===== src/rtl/iob_csr_uut.sv =====
// IOb-native CSR slave: two operand registers, their sum, a version word,
// a free-running cycle counter and its control register.
module iob_csr_uut #(
  parameter int          IOB_CSRS_ADDR_W = 5,
  parameter logic [31:0] VERSION         = 32'h0001_0000
) (
  input  logic                       clk_i,
  input  logic                       arst_i,
  input  logic                       cke_i,
  input  logic                       iob_valid_i,
  input  logic [IOB_CSRS_ADDR_W-1:0] iob_addr_i,
  input  logic [31:0]                iob_wdata_i,
  input  logic [3:0]                 iob_wstrb_i,
  output logic                       iob_rvalid_o,
  output logic [31:0]                iob_rdata_o,
  output logic                       iob_ready_o
);
  localparam int NUM_LANES = 4;

  typedef enum logic [2:0] {
    W_REG_A   = 3'd0,
    W_REG_B   = 3'd1,
    W_SUM     = 3'd2,
    W_VERSION = 3'd3,
    W_CNT     = 3'd4,
    W_CTRL    = 3'd5
  } widx_t;

  logic [31:0] reg_a, reg_b, cnt, sum, rd_word;
  logic        ctrl_en;
  logic        upper_nz, accept, is_wr, wr_en, rd_en;
  logic        sel_a, sel_b, sel_ctrl, cnt_clr;
  logic [2:0]  widx;

  // Any set address bit above the 8-slot window maps to nothing.
  generate
    if (IOB_CSRS_ADDR_W > 5) begin : g_upper
      assign upper_nz = |iob_addr_i[IOB_CSRS_ADDR_W-1:5];
    end else begin : g_no_upper
      assign upper_nz = 1'b0;
    end
  endgenerate

  assign iob_ready_o = cke_i & arst_i;
  assign accept      = iob_valid_i & iob_ready_o;
  assign is_wr       = |iob_wstrb_i;
  assign wr_en       = accept & is_wr;
  assign rd_en       = accept & ~is_wr;
  assign widx        = iob_addr_i[4:2];

  assign sel_a    = wr_en & ~upper_nz & (widx == W_REG_A);
  assign sel_b    = wr_en & ~upper_nz & (widx == W_REG_B);
  assign sel_ctrl = wr_en & ~upper_nz & (widx == W_CTRL) & iob_wstrb_i[0];
  assign cnt_clr  = sel_ctrl & iob_wdata_i[1];
  assign sum      = reg_a + reg_b;

  logic unused_ok;
  assign unused_ok = ^{iob_addr_i[1:0], iob_wdata_i[31:2]};

  always_comb begin
    rd_word = '0;
    if (!upper_nz) begin
      case (widx)
        W_REG_A:   rd_word = reg_a;
        W_REG_B:   rd_word = reg_b;
        W_SUM:     rd_word = sum;
        W_VERSION: rd_word = VERSION;
        W_CNT:     rd_word = cnt;
        W_CTRL:    rd_word = {31'd0, ctrl_en};
        default:   rd_word = '0;
      endcase
    end
  end

  always_ff @(posedge clk_i or negedge arst_i) begin
    if (!arst_i) begin
      reg_a <= '0;
      reg_b <= '0;
    end else begin
      for (int i = 0; i < NUM_LANES; i++) begin
        if (sel_a && iob_wstrb_i[i]) reg_a[i*8 +: 8] <= iob_wdata_i[i*8 +: 8];
        if (sel_b && iob_wstrb_i[i]) reg_b[i*8 +: 8] <= iob_wdata_i[i*8 +: 8];
      end
    end
  end

  // Clear wins over increment; the increment uses the enable as it was before this edge.
  always_ff @(posedge clk_i or negedge arst_i) begin
    if (!arst_i) begin
      ctrl_en <= 1'b0;
      cnt     <= '0;
    end else if (cke_i) begin
      if (sel_ctrl) ctrl_en <= iob_wdata_i[0];
      if (cnt_clr)      cnt <= '0;
      else if (ctrl_en) cnt <= cnt + 32'd1;
    end
  end

  always_ff @(posedge clk_i or negedge arst_i) begin
    if (!arst_i) begin
      iob_rvalid_o <= 1'b0;
      iob_rdata_o  <= '0;
    end else if (cke_i) begin
      iob_rvalid_o <= rd_en;
      if (rd_en) iob_rdata_o <= rd_word;
    end
  end
endmodule


===== config.mk =====
export PLATFORM = sky130hd
export DESIGN_NAME = iob_csr_uut
export DESIGN_NICKNAME = d
export VERILOG_FILES = /design/src/rtl/iob_csr_uut.sv
export SDC_FILE = /design/constraint.sdc
export NUM_CORES = 1
export LEC_CHECK = 0
export BUFFER_PORTS_ARGS = -buffer_cell sky130_fd_sc_hd__buf_2
export CAP_MARGIN = 30
export CORE_AREA = 2 2 119 121
export CTS_CLUSTER_SIZE = 14
export DETAILED_ROUTE_END_ITERATION = 6
export DIE_AREA = 0 0 121 123
export PLACE_DENSITY = 0.82
export SLEW_MARGIN = 20
export SYNTH_ARGS = -nofsm -noshare
export SYNTH_HDL_FRONTEND = slang
export SYNTH_SLANG_ARGS = --single-unit

===== constraint.sdc =====
create_clock -name clk_i -period 3.3 [get_ports clk_i]
set_input_delay 0.165 -clock clk_i [delete_from_list [all_inputs] [get_ports clk_i]]
set_output_delay 0.165 -clock clk_i [all_outputs]
set_load 0.02 [all_outputs]

## Word-level counts from Yosys, hierarchy flattened

Index checks and enable logic that the tools add are counted.

- Shift-type cells: 0
- Reductions and logical operators: 14
- Mux-type cells: 3
- Bitwise gates (word level): 10
- Divide/modulo/power cells: 0
- Order comparisons: 0
- Add/subtract/negate cells: 2
- Eq/ne operators: 5
- Multipliers: 0

Operators with widths:

| operator | count |
|---|---|
| $pmux W32 S6 | 1 |
| $mux W32 | 2 |
| $add A32 B1 Y32 const B | 1 |
| $add A32 B32 Y32 | 1 |
| $and A1 B1 Y1 | 9 |
| $logic_and A1 B1 Y1 | 8 |
| $eq A3 B2 Y1 const B | 2 |
| $eq A3 B3 Y1 const B | 2 |
| $reduce_and A2 Y1 | 3 |
| $reduce_or A4 Y1 | 1 |
| $eq A3 B1 Y1 const B | 1 |
| $logic_not A3 Y1 | 1 |
| $reduce_bool A2 Y1 | 1 |
| $not A1 Y1 | 1 |

- Bits in read-only memories: 0
- RAM bits: 0
- Memories kept: 0
- Logic and storage cells: 46
- Input bits: 45
- Latch bits: 0
- Output and inout bits: 34
- Register bits after elaboration: 130

## Longest topological paths before layout

- Word-level depth: 8
- Gate-level depth with buffers: 10
- Gate-level depth less buffers: 10

## Least setup slack after synthesis

Ideal clock, no wire load.

- Path kind: register to register
- Start point: reg reg_a[0]
- End point: reg iob_rdata_o[16]
- Path buffers: 0
- Stages on the path, launching flop included: 11
- Period minus slack after synthesis: 2.454 ns
- Setup slack: 0.846 ns
- Library setup time: 0.122 ns
- Required time: 3.178 ns
- Arrival time: 2.333 ns
- Cell sequence: dfrtp_1 > ha_1 > fa_1 > a21oi_1 > o211a_1 > o31ai_4 > a31o_2 > a21o_1 > a21oi_1 > mux2i_1 > nand2_1

- Cells in the longest elaborated chain, start to end: 2

Ends and longest elaborated chain:

| element | line | text |
|---|---|---|
| from (decl) | 29 | `logic [31:0] reg_a, reg_b, cnt, sum, rd_word;` |
| from (signal, indexed assignment) | 81 | `if (sel_a && iob_wstrb_i[i]) reg_a[i*8 +: 8] <= iob_wdata_i[i*8 +: 8];` |
| $add A32 B32 Y32 | 55 | `assign sum = reg_a + reg_b;` |
| $pmux W32 S6 | 63 | `case (widx)` |
| to (signal assigned) | 105 | `if (rd_en) iob_rdata_o <= rd_word;` |
| to (decl) | 15 | `output logic [31:0] iob_rdata_o,` |

Every way passes these cells.
A chain may end at the register's enable or synchronous reset.

## Worst setup path after layout

- Start point: reg reg_a[0]
- End point: reg iob_rdata_o[28]

Same word-level chain as after synthesis.

==> metrics <==
status finished, violations left; violated checks hold timing; drt pass-1 iters 5; area occupied by multi-input gates between 4000 and 5000 sq um; postcts setup bufs 0; Cells after DPL between 1,000 and 1,500; clock sink total 130; met1 usage approximately two fifths; FF-to-FF End iob_rdata_o[28]$_DFFE_PN0P_; root buffer cell clkbuf_16; Max Slew Vio Count 0; M2 GR Usage around 43%; FF-to-FF path depth 10; CTS tree built; synth warn 0; htree depth 4; Remaining Overflow, GRT 0; Most used DFF post-synth dfrtp_1; std cell rows 43; fin crit period between 3 and 4 ns; Worst EP arrival 3.37 ns; Area Growth Syn to Fin 16.7%; DR iter-0 viols between 600 and 700; clock-pin slew on the worst setup and hold paths around 0.06 ns; cts repair resizes 0; vias in the first global route 6,583; Worst-Skew Late Latency approximately 0.43 ns; M3 GR Usage between 7 and 8%; final WL a little over 20,000 um; Final nets between 900 and 1,000; sequential share of the synthesized area approximately 41%; Synth Area per Inst between 9 and 10 sq um; Cells after Synth around 800; Synth Register Bits 130; reg2reg start reg_a[0]$_DFFE_PN0P_; first-pass GRT wire length 33,700 um; post-route clock period utilization between 90% and 100%; largest net degree at the start of global routing 70; hold buffers post-CTS 29; power consumption around 4.7 mW; Final Setup Violations 0; Min-Delay Path Class input port to asynchronous set/reset pin; Die H 123 um; Post-synth EDFFs 0; Vias per Instance roughly 6.3; Final Hold Vio Count 5; FF/Latch Area roughly 3300 sq um; DR WL/cell roughly 19 um; max cap viols 0; n_diodes 0; Core ar. 13,600 sq um; LEAKAGE 4.46 nW; total CTS buffers 17; Distinct cells, synth 78; Syn Std Cell Area 7960 sq um; Total GRT Usage roughly 29%; share of post-route cells with drive strength above 1 23.0%; RSZ-0062 raised after global routing no; initial antenna violation count 1; Synth Net Count between 800 and 900; Pwr Density around 500 nW/um^2; maximum clock frequency about 0.33 GHz; worst-path fanout max 3; setup TNS 0 ns; Critical Path Start Type flop; Max VDD drop between 0.3 and 0.4 mV; worst endpoint required time about 3.7 ns; Worst Hold Slack -0.0152 ns; DR vias between 6,000 and 7,000; Final HPWL DP about 15,000 um; Die X approximately 120 um; DRC viols 0; GRT Max-Usage Layer met2; slew margin rel. about two fifths; Worst Tran Pin Value roughly 0.89 ns; GPL Wtd Cong 0.927; Longest Clk Path Bufs 2; clk_skew between 0.009 and 0.01 ns; port buffer count 76; fillers around 1,000; Finished Layout Cells between 1,000 and 1,500; Synth async-reset ratio 100%; Die Area 14,900 sq um; endpoint class of the critical path flop; I/O pin count 79; flop-to-flop setup slack 0.29 ns; Routed Antenna Nets 0; kind of critical path flop to flop; Initial Utilization roughly three fifths
==> registers in the layout, summed over array words and instances, names as in the netlist <==
signal / cells
cnt: 32
iob_rdata_o: 32
reg_a: 32
reg_b: 32
ctrl_en: 1
iob_rvalid_o: 1
==> synth_stat cells, types with 12 or more instances <==
cell type    n  area, sq um
dfrtp_1    130         3250
xor2_1      25          219
mux2i_1     35          350
xnor2_1     18          158
clkbuf_1    25         93.8
nand2_1     58          218
o21a_1      17          128
mux2_2      66          743
nor3_1      13         65.1
o221ai_1    12          105
nand3_1     24          120
ha_1        32          400
a21oi_1     56          280
o21ai_0     37          185
nor2_1      90          338
a21o_1      15          113
==> cell usage in the layout, fill, tap and decap left out, types with 3 or more instances in the layout <==
| cell | synthesis | final |
|---|---|---|
| a211oi_1 | 4 | 4 |
| a21o_1 | 15 | 15 |
| a21oi_1 | 56 | 56 |
| a21oi_2 | 4 | 4 |
| a221oi_1 | 3 | 3 |
| a31oi_1 | 8 | 8 |
| and2_1 | 7 | 7 |
| and3_1 | 11 | 11 |
| and4_1 | 3 | 3 |
| buf_2 | 4 | 75 |
| buf_4 | 4 | 14 |
| clkbuf_1 | 25 | 4 |
| clkbuf_16 | 0 | 17 |
| dfrtp_1 | 130 | 130 |
| dlygate4sd3_1 | 0 | 29 |
| ha_1 | 32 | 32 |
| inv_1 | 11 | 11 |
| mux2_2 | 66 | 66 |
| mux2i_1 | 35 | 35 |
| nand2_1 | 58 | 58 |
| nand2b_1 | 3 | 3 |
| nand3_1 | 24 | 24 |
| nand4_1 | 7 | 7 |
| nor2_1 | 90 | 90 |
| nor2b_1 | 5 | 3 |
| nor3_1 | 13 | 12 |
| nor4_1 | 4 | 4 |
| o21a_1 | 17 | 17 |
| o21ai_0 | 37 | 37 |
| o221ai_1 | 12 | 12 |
| o32a_1 | 4 | 4 |
| or3_1 | 9 | 9 |
| xnor2_1 | 18 | 18 |
| xor2_1 | 25 | 25 |
==> metrics by stage <==
step                worst slack [ns]  util [%]  hold WS (ns)  cell area, sq um
global placement               0.475      62.4         0.410              8490
detailed placement             0.389      62.4         0.416              8490
CTS                            0.348      68.2      0.000251              9280
finish                         0.291      68.2       -0.0152              9290
floorplan                      0.846         -        -0.131              7960
global route                   0.174      68.2       0.00133              9290
==> layout make-up <==
type | instances | share of cell area [%]
clock buffers | 21 | 4.74
repair buffers | 120 | 8.57
multi-input cells | 623 | 48.1
well taps | 180 | 2.42
flip-flops and latches | 130 | 35.0
clock inverters | 6 | 0.687
inverters | 12 | 0.485
==> worst max-delay path by stage <==
stage,depth (start not counted),end,start
after detailed placement,10,iob_rdata_o[28]$_DFFE_PN0P_,reg_a[0]$_DFFE_PN0P_
final,10,iob_rdata_o[28]$_DFFE_PN0P_,reg_a[0]$_DFFE_PN0P_
after floorplan,10,iob_rdata_o[16]$_DFFE_PN0P_,reg_a[0]$_DFFE_PN0P_
after CTS,10,iob_rdata_o[28]$_DFFE_PN0P_,reg_a[0]$_DFFE_PN0P_
after global routing,10,iob_rdata_o[20]$_DFFE_PN0P_,reg_a[0]$_DFFE_PN0P_
after global placement,10,iob_rdata_o[28]$_DFFE_PN0P_,reg_a[0]$_DFFE_PN0P_
==> worst max-delay path: stages, from the launching register on <==
cell and delay [ns]:
dfrtp_1 0.40, ha_1 0.26, fa_1 0.42, a21oi_1 0.29, o211a_1 0.31, o31ai_4 0.12, nand4_2 0.19, a21boi_2 0.10
o41ai_2 0.33, mux2i_1 0.34, o22a_1 0.19
==> logic make-up (layout without fill, tap and decap cells) <==
family,count (synthesis),after routing,share of synthesized area (%)
xor gates and xnor gates,43,43,4.73
and+or+nand+nor,250,250,15.0
DFF,130,130,40.9
AOI/OAI and AO/OA,195,195,16.9
buffers and inverters,52,159,3.17
muxes,102,102,14.0
adders and majority gates,33,33,5.28
==> layer usage <==
layer / share of wire [%] / vias to the layer above
li1: - / 3127
met4: 3.4 / 2
met2: 44 / 321
met1: 43 / 3320
met3: 9.1 / 58
met5: 0.063 / -
==> where the power goes <==
part           internal, mW  total, mW  switching, mW
Combinational         0.469       1.08          0.612
Clock                  1.01       1.67          0.660
Sequential             1.78       1.93          0.150
(Power assumes the default switching activity.)
